==> config.mk <==
export PLATFORM = sky130hd
export DESIGN_NAME = iso7816_direction_sniffer
export DESIGN_NICKNAME = d
export VERILOG_FILES = /design/src/rtl/iso7816_sniff_pkg.sv /design/src/rtl/iso7816_sync_bit.sv /design/src/rtl/iso7816_direction_sniffer.sv
export SDC_FILE = /design/constraint.sdc
export NUM_CORES = 1
export LEC_CHECK = 0
export CORE_MARGIN = 2
export CORE_UTILIZATION = 40
export DETAILED_ROUTE_END_ITERATION = 12
export PLACE_DENSITY = 0.69
export RECOVER_POWER = 25
export SLEW_MARGIN = 20
export SYNTH_ARGS = -nofsm -noshare
export SYNTH_HDL_FRONTEND = slang
export SYNTH_SLANG_ARGS = --single-unit
==> constraint.sdc <==
create_clock -name clk -period 3.2 [get_ports clk]
set_input_delay 0.64 -clock clk [delete_from_list [all_inputs] [get_ports clk]]
set_output_delay 0.64 -clock clk [all_outputs]
set_load 0.05 [all_outputs]
==> src/rtl/iso7816_sniff_pkg.sv <==
// Shared constants and FSM state type for the ISO7816 direction sniffer.
package iso7816_sniff_pkg;
    localparam logic DIR_TERM = 1'b0;
    localparam logic DIR_CARD = 1'b1;
    localparam int   ETU_MIN  = 4;

    typedef enum logic [2:0] {
        ST_IDLE,
        ST_START,
        ST_DATA,
        ST_PARITY,
        ST_GUARD
    } sniffState_t;
endpackage

==> src/rtl/iso7816_sync_bit.sv <==
// Multi-stage synchroniser; flops preset to 1 so an idle (high) line never looks like a start bit.
module iso7816_sync_bit #(
    parameter int STAGES = 2
) (
    input  logic clk,
    input  logic nReset,
    input  logic dataIn,
    output logic dataSync
);
    logic [STAGES-1:0] stages;

    always_ff @(posedge clk or negedge nReset) begin
        if (!nReset) begin
            stages <= '1;
        end else begin
            stages <= {stages[STAGES-2:0], dataIn};
        end
    end

    assign dataSync = stages[STAGES-1];
endmodule

==> src/rtl/iso7816_direction_sniffer.sv <==
// Passive ISO7816 line monitor: decides which side drove each start bit and deserialises the character.
// Optional ISO_SNIFF_ERRSIG_EN adds an error-signal sample one ETU after parity and delays dataValid to it.
module iso7816_direction_sniffer
    import iso7816_sniff_pkg::*;
#(
    parameter int ETU_W       = 16,
    parameter int SYNC_STAGES = 2
) (
    input  logic             clk,
    input  logic             nReset,
    input  logic             enable,
    input  logic [ETU_W-1:0] clocksPerEtu,
    input  logic             termMon,
    input  logic             cardMon,
    output logic [7:0]       dataOut,
    output logic             dirOut,
    output logic             dirAmbiguous,
    output logic             parityError,
    output logic             dataValid,
    output logic             busy,
    output logic             errSig
);
    logic termS, cardS;
    logic termPrev, cardPrev;

    iso7816_sync_bit #(.STAGES(SYNC_STAGES)) uSyncTerm (
        .clk(clk), .nReset(nReset), .dataIn(termMon), .dataSync(termS)
    );
    iso7816_sync_bit #(.STAGES(SYNC_STAGES)) uSyncCard (
        .clk(clk), .nReset(nReset), .dataIn(cardMon), .dataSync(cardS)
    );

    sniffState_t      state;
    logic [ETU_W-1:0] etuCnt, etuLim, etuNext, clampedEtu;
    logic [2:0]       bitCnt;
    logic [7:0]       shiftReg;
    logic             dirLat, ambLat;
    logic             line, sampleHit, etuWrap, startEdge;

    assign clampedEtu = (clocksPerEtu < ETU_W'(ETU_MIN)) ? ETU_W'(ETU_MIN) : clocksPerEtu;
    // Only the originator's monitor is sampled; the other side just echoes it with skew.
    assign line      = (dirLat == DIR_CARD) ? cardS : termS;
    assign sampleHit = (etuCnt == (etuLim >> 1));
    assign etuWrap   = (etuCnt == etuLim - ETU_W'(1));
    assign etuNext   = etuWrap ? '0 : etuCnt + ETU_W'(1);
    assign startEdge = termPrev && cardPrev && (!termS || !cardS);

`ifdef ISO_SNIFF_ERRSIG_EN
    logic parLat;
    logic errPending;
`else
    assign errSig = 1'b0;
`endif

    always_ff @(posedge clk or negedge nReset) begin
        if (!nReset) begin
            state        <= ST_IDLE;
            etuCnt       <= '0;
            etuLim       <= '0;
            bitCnt       <= '0;
            shiftReg     <= '0;
            dirLat       <= DIR_TERM;
            ambLat       <= 1'b0;
            termPrev     <= 1'b1;
            cardPrev     <= 1'b1;
            dataOut      <= '0;
            dirOut       <= 1'b0;
            dirAmbiguous <= 1'b0;
            parityError  <= 1'b0;
            dataValid    <= 1'b0;
            busy         <= 1'b0;
`ifdef ISO_SNIFF_ERRSIG_EN
            parLat       <= 1'b0;
            errPending   <= 1'b0;
            errSig       <= 1'b0;
`endif
        end else begin
            dataValid <= 1'b0;
            termPrev  <= termS;
            cardPrev  <= cardS;
            if (!enable) begin
                state <= ST_IDLE;
                busy  <= 1'b0;
`ifdef ISO_SNIFF_ERRSIG_EN
                errPending <= 1'b0;
`endif
            end else begin
                case (state)
                    ST_IDLE: begin
                        if (startEdge) begin
                            dirLat <= termS ? DIR_CARD : DIR_TERM;
                            ambLat <= !termS && !cardS;
                            etuCnt <= '0;
                            etuLim <= clampedEtu;
                            bitCnt <= '0;
                            busy   <= 1'b1;
                            state  <= ST_START;
                        end
                    end
                    ST_START: begin
                        etuCnt <= etuNext;
                        if (sampleHit) begin
                            if (line) begin
                                busy  <= 1'b0;
                                state <= ST_IDLE;
                            end else begin
                                state <= ST_DATA;
                            end
                        end
                    end
                    ST_DATA: begin
                        etuCnt <= etuNext;
                        if (sampleHit) begin
                            shiftReg <= {line, shiftReg[7:1]};
                            bitCnt   <= bitCnt + 3'd1;
                            if (bitCnt == 3'd7) state <= ST_PARITY;
                        end
                    end
                    ST_PARITY: begin
                        etuCnt <= etuNext;
                        if (sampleHit) begin
                            state <= ST_GUARD;
`ifdef ISO_SNIFF_ERRSIG_EN
                            parLat     <= ^{shiftReg, line};
                            errPending <= 1'b1;
`else
                            etuCnt       <= '0;
                            dataOut      <= shiftReg;
                            dirOut       <= dirLat;
                            dirAmbiguous <= ambLat;
                            parityError  <= ^{shiftReg, line};
                            dataValid    <= 1'b1;
`endif
                        end
                    end
                    ST_GUARD: begin
`ifdef ISO_SNIFF_ERRSIG_EN
                        if (errPending) begin
                            etuCnt <= etuNext;
                            if (sampleHit) begin
                                etuCnt       <= '0;
                                errPending   <= 1'b0;
                                errSig       <= !line;
                                dataOut      <= shiftReg;
                                dirOut       <= dirLat;
                                dirAmbiguous <= ambLat;
                                parityError  <= parLat;
                                dataValid    <= 1'b1;
                            end
                        end else
`endif
                        // Any low restarts the one-ETU idle qualification, so no start is seen here.
                        if (!termS || !cardS) begin
                            etuCnt <= '0;
                        end else if (etuWrap) begin
                            busy  <= 1'b0;
                            state <= ST_IDLE;
                        end else begin
                            etuCnt <= etuNext;
                        end
                    end
                    default: state <= ST_IDLE;
                endcase
            end
        end
    end
endmodule
==> impl_metrics.toml, run 1 <==
[worst_hold_path]
hp-start = "uSyncCard.stages[0]"
hold_path.class = "reg -> reg"
worstHoldEndpoint = "uSyncCard.stages[1]"
hold_depth = 0

[power_and_ir_drop]
ir_worst_vdd_mv = 0.3106
power_density_mw_per_mm2 = 732.7
p_sw_uw = 1301
combPwrFrac = 0.399
pwr-share-seq = 0.386
swShare = 0.3830
cellLeakagePower_uw = 0.002053
power_uw = 3397
internal_power_uw = 2096
clock_power_share = 0.215

[route]
drt-total-wl_um = 8644
dr.pass1.iters = 4
via_count = 2985
drcViolationCount = 0
initialDrtViolationCount = 161
antenna_left = 0
vias_per_cell = 5.359
wl_per_cell_um = 15.52

[setup_path]
cp_num_buf_inv = 2
cp-end-kind = "flip-flop"
cpLargestDelayFamily = "compound AO/OA/AOI/OAI gates"
crit_top_cell = "nand3_1"
cpMaxStageDelayCell = "dfrtp_1"
slowest_delay_ps = 430
worst-r2r-setup-slack_ps = 340
r2r_start = "etuLim[0]"
cp.required_ps = 3430
path_class = "reg -> reg"
cp_max_fo = 18
arrival_ps = 3080
startpoint_type = "flip-flop"
rr_worst_depth = 11
timing.rr.end = "etuCnt[11]"
crit_chain = "inv_1 -> ha_1 -> buf_4 -> nand3_1 -> a221oi_1 -> a41oi_1 -> nor4_2 -> nand3_1 -> a2bb2oi_2 -> and4b_1 -> a221o_1"

[cts]
cts_tree = "yes"
clock-sinks = 67
cts-htree-levels = 3
path_clk_slew_ps = 80
cts_buffers = 9
cts-resized-gates = 0
hold_buffers = 0
clock_latency_ps = 350
cts_setup_buffers = 0
clock_path_buffers = 2
cts_root_buf = "clkbuf_8"

[logic_synthesis]
synth_edf_count = 0
synth_top_area_frac = 0.3918
syn-cell-area_mm2 = 0.003896
synth-seq-cells = 67
avgSynthCellArea_um2 = 10.23
yosysTopAreaCell = "dfrtp_1"
synth_ff_type = "dfrtp_1"
syn-num-nets = 406
ys_top_cells_by_area = "dfrtp_1, mux2_2, xnor2_1"
synth_cell_types = 59
yosysSeqAreaShare = 0.4322
async_flop_share = 1.000
ys_warn_count = 0
syn_inst = 381

[floorplanning]
io_pins = 35
die_w_um = 102.7
initial_core_util = 0.4061
rows = 36
core-area_mm2 = 0.009594
die_h_um = 102.7
design.die.area_mm2 = 0.01055

[cells_and_area]
layout-drive-gt1-share = 0.2123
final_cells = 557
insertedDiodeCount = 0
nets = 444
fin_util = 0.4832
syn2layout_area_growth_pct = 18.98
fill_cells = 894

[timing]
slew_viol_final = 68
setup_viol = 0
relSlewSlack = -0.1095
period_needed_ps = 2856
fin_skew_ps = 9.032
finalCritPeriodShare = 0.8926
tns_ps = 0
max_slew.worst_pin.slew_ps = 1664
hold_violations = 0
grt_setup_unrepaired = "no"
whs_ps = 365.1
max_freq_ghz = 0.3501

[placed_design]
dp_hpwl_um = 6100
place.gp.congestion = 0.9063
port-buffer-count = 33
place_inst = 541

[status]
violations = "capacitance limit, slew limit"
outcome = "complete, but fails checks"

[global_routing]
busiest_layer = "met2"
grt_antenna_before_repair = 0
globalRouteMet3Util = 0.04271
grt_max_degree = 68
use_met1 = 0.2152
grt_pass1_vias = 2989
grt_pass1_wl_um = 14500
grt_usage = 0.1774
grt-ovfl-total = 0
grtUsageMet2 = 0.3032

[run]
maxCapViolations = 1
[worst max path at each step]
stage | startpoint | cells past startpoint | endpoint | slack (ps)
after floorplan | etuLim[3] | 10 | etuCnt[12] | 550
after global placement | etuLim[3] | 9 | etuCnt[2] | 100
after detailed placement | etuLim[3] | 9 | etuCnt[3] | 50
after CTS | etuLim[3] | 9 | etuCnt[3] | 30
after global routing | etuLim[0] | 11 | etuCnt[12] | 190
final | etuLim[0] | 11 | etuCnt[11] | 340
[cell usage after synthesis (4+ instances only)]
| master | n |
|---|---|
| dfrtp_1 | 61 |
| mux2_2 | 33 |
| xnor2_1 | 30 |
| nor2_1 | 22 |
| clkbuf_1 | 20 |
| nand2_1 | 20 |
| nand3_1 | 20 |
| o21ai_0 | 13 |
| and3_1 | 12 |
| xor2_1 | 12 |
| inv_1 | 10 |
| nand4_1 | 8 |
| a21o_1 | 7 |
| a21boi_0 | 6 |
| dfstp_2 | 6 |
| nor2b_1 | 6 |
| nor3_1 | 6 |
| a211o_1 | 5 |
| nor4_1 | 5 |
| a221o_1 | 4 |
| buf_2 | 4 |
| ha_1 | 4 |
| nand2b_1 | 4 |
[power groups by stage]
stage	sequential (µW)	clock, µW	combinational (µW)
2_1_floorplan	1150	0	1140
3_3_place_gp	1320	0	1320
3_5_place_dp	1320	0	1340
4_1_cts	1310	749	1350
5_1_grt	1350	785	1490
6_report	1310	730	1360
[final cells by class]
class                   count  area [µm²]  area share
clock inverters             5       61.31     0.01323
clock buffers              11       141.4     0.03050
repair buffers             55       488.0      0.1053
multi-input cells         276        2057      0.4437
flip-flops and latches     67        1684      0.3633
inverters                  10       37.54    0.008097
well taps                 133       166.4     0.03590
[state kept, by name (all words and copies together), names as in the netlist]
signal,flops
etuCnt,16
etuLim,16
dataOut,8
shiftReg,8
bitCnt,3
state,3
uSyncCard.stages,2
uSyncTerm.stages,2
ambLat,1
busy,1
cardPrev,1
dataValid,1
dirAmbiguous,1
dirLat,1
dirOut,1
parityError,1
termPrev,1
[layer usage]
metal	wire (µm)	vias to the layer above
met1	3739	1469
met5	0	-
li1	-	1442
met2	4382	64
met4	133	0
met3	389	10
[cell families after synthesis]
group	after synthesis	share of synthesized area
multiplexers	35	0.1005
adder cells (fa/ha/maj)	4	0.01285
XOR/XNOR	42	0.09441
buffers and inverters	38	0.04271
flip-flops	67	0.4322
AO/OA/AOI/OAI	61	0.1172
AND/OR/NAND/NOR	133	0.1991
other	1	0.0009625
[placed cells by master, fill, tap and decap left out, types with 3 or more instances in the layout]
cell / Yosys / routed
a211o_1: 5 / 5
a21boi_0: 6 / 6
a21o_1: 7 / 7
a21oi_1: 3 / 3
a221o_1: 4 / 4
a22o_1: 3 / 3
and2_1: 3 / 3
and3_1: 12 / 12
and4b_1: 3 / 3
buf_4: 1 / 21
clkbuf_8: 0 / 10
clkdlybuf4s50_1: 0 / 30
dfrtp_1: 61 / 61
dfstp_2: 6 / 4
ha_1: 4 / 4
inv_1: 10 / 10
mux2_2: 33 / 33
nand2_1: 20 / 20
nand2b_1: 4 / 4
nand3_1: 20 / 20
nand3b_1: 3 / 3
nand4_1: 8 / 8
nor2_1: 22 / 22
nor2b_1: 6 / 6
nor3_1: 6 / 5
nor4_1: 5 / 5
nor4_2: 3 / 3
o21ai_0: 13 / 13
o22ai_1: 3 / 3
or2_2: 3 / 3
or4_1: 3 / 3
xnor2_1: 30 / 30
xor2_1: 12 / 12
[per-stage QoR]
| step | cell area, µm² | setup slack [ps] |
|---|---|---|
| finish | 4636 | 343.6 |
| global route | 4636 | 187.5 |
| CTS | 4632 | 32.81 |
| detailed placement | 4429 | 45.99 |
| global placement | 4429 | 100.8 |
| floorplan | 3896 | 548.6 |
[worst reg2reg max path: cells and delay by family (launching register included)]
kind / cells / cell delay [ps]
AO/OA/AOI/OAI: 4 / 940
adder cells (fa/ha/maj): 1 / 250
buffers and inverters: 2 / 270
AND/OR/NAND/NOR: 4 / 850
flip-flops: 1 / 430
Power figures use the tool's default switching activity.
==> inputs of run 2 (changes only) <==
--- a/config.mk
+++ b/config.mk
@@ -6,9 +6,9 @@
 export NUM_CORES = 1
 export LEC_CHECK = 0
 export CORE_MARGIN = 2
-export CORE_UTILIZATION = 40
+export CORE_UTILIZATION = 58
 export DETAILED_ROUTE_END_ITERATION = 12
-export PLACE_DENSITY = 0.69
+export PLACE_DENSITY = 0.9
 export RECOVER_POWER = 25
 export SLEW_MARGIN = 20
 export SYNTH_ARGS = -nofsm -noshare
==> impl_metrics.toml, run 2 (synthesized netlist as in run 1, its figures left out) <==
[status]
outcome = "finished clean"

[route]
wl_per_cell_um = 17.22
via_count = 3060
drcViolationCount = 0
vias_per_cell = 6.132
initialDrtViolationCount = 160
drt-total-wl_um = 8593
antenna_left = 0
dr.pass1.iters = 5

[cts]
cts-htree-levels = 3
hold_buffers = 0
clock_path_buffers = 2
clock_latency_ps = 340
cts_tree = "yes"
cts_root_buf = "clkbuf_8"
path_clk_slew_ps = 80
cts_setup_buffers = 0
cts_buffers = 9
clock-sinks = 67
cts-resized-gates = 0

[global_routing]
busiest_layer = "met2"
grt-ovfl-total = 0
grt_usage = 0.2508
grt_max_degree = 38
grtUsageMet2 = 0.4214
use_met1 = 0.3182
grt_pass1_vias = 3123
grt_pass1_wl_um = 14670
globalRouteMet3Util = 0.05582
grt_antenna_before_repair = 0

[placed_design]
place.gp.congestion = 0.9482
dp_slack_ps = 89.24
place_inst = 483
dp_hpwl_um = 6100
port-buffer-count = 33

[timing]
grt_setup_unrepaired = "no"
period_needed_ps = 3004
finalCritPeriodShare = 0.9388
max_slew.worst_pin.slew_ps = 1256
max_freq_ghz = 0.3329
tns_ps = 0
setup_viol = 0
fin_skew_ps = 9.212
relSlewSlack = 0.1625
whs_ps = 197.5
fin_ws_ps = 195.9
hold_violations = 0
slew_viol_final = 0

[setup_path]
arrival_ps = 3230
cp_num_buf_inv = 1
startpoint_type = "flip-flop"
cp-startpoint = "etuLim[7]"
path_depth = 9
cp_max_fo = 18
worst-r2r-setup-slack_ps = 200
cp-end-kind = "flip-flop"
r2r_start = "etuLim[7]"
cpMaxStageDelayCell = "or4_1"
rr_worst_depth = 9
path_class = "reg -> reg"
cpLargestDelayFamily = "simple AND/OR/NAND/NOR gates"
crit_chain = "buf_4 -> xor2_1 -> or4_1 -> nor4_1 -> and2_1 -> a211o_1 -> a2bb2oi_2 -> and4b_1 -> a221o_1"
cp.required_ps = 3430
slowest_delay_ps = 490

[power_and_ir_drop]
power_density_mw_per_mm2 = 762.5
cellLeakagePower_uw = 0.002035
ir_worst_vdd_mv = 0.4581

[cells_and_area]
final_cells = 499
syn2layout_area_growth_pct = 17.08
fin_util = 0.7103
insertedDiodeCount = 0
final_cell_mix = "dfrtp_1, mux2_2, xnor2_1, clkdlybuf4s50_1, nor2_1"
layout-drive-gt1-share = 0.2038
reg_top3 = "etuCnt: 16 flops, etuLim: 16 flops"
layout_commonest_cell = "dfrtp_1"
nets = 442

[floorplanning]
core-area_mm2 = 0.006422
rows = 29
io_pins = 35
design.die.area_mm2 = 0.007389
die_w_um = 85.96
initial_core_util = 0.6067
die_h_um = 85.96

[run]
maxCapViolations = 0

[worst_hold_path]
hold_path.class = "in -> async"
run 2: cell count changes in the layout (fill, tap and decap cells not counted):
cell	previous run	this run
clkbuf_1	1	3
clkinvlp_4	0	2
buf_4	21	19
clkbuf_8	10	9
clkbuf_2	1	0
bufinv_16	1	2
buf_2	1	0
clkinv_4	2	0
run 2: layer usage:
layer | wire length (µm) | vias up
met2 | 4251 | 99
met5 | 0 | -
li1 | - | 1436
met1 | 3739 | 1502
met3 | 460 | 23
met4 | 140 | 0
run 2: report_power, final:
group | internal (µW) | total [µW] | switching, µW
sequential | 1020 | 1290 | 275
clock | 440 | 773 | 333
combinational | 696 | 1410 | 715
total | 2160 | 3480 | 1320
run 2: worst register-to-register path: stages (launching register included):
cell and delay, ps:
dfrtp_1 400, buf_4 170, xor2_1 150, or4_1 490, nor4_1 440, and2_1 350, a211o_1 210, a2bb2oi_2 180
and4b_1 250, a221o_1 260
run 2: path summary, 6_finish.rpt:
kind                                  endpoint
setup / recovery                     etuCnt[5]
hold / removal                       etuCnt[1]
setup reg to reg                     etuCnt[5]
hold reg to reg            uSyncTerm.stages[1]
max in group asynchronous         dirAmbiguous
min in group clk           uSyncTerm.stages[1]
run 2: metrics by stage:
step / power, µW / cell area [µm²]
detailed placement: 2679 / 4344
finish: 3479 / 4562
global placement: 2625 / 4344
global route: 3695 / 4562
floorplan: 2297 / 3896
CTS: 3466 / 4561
run 2: layout make-up:
cell class | count | area (µm²)
fill | 472 | 1861
clock inverter | 6 | 88.84
inverter | 10 | 37.54
sequential | 67 | 1684
multi-input combinational | 276 | 2057
clock buffer | 10 | 127.6
timing repair buffer | 53 | 470.5
tap | 77 | 96.34
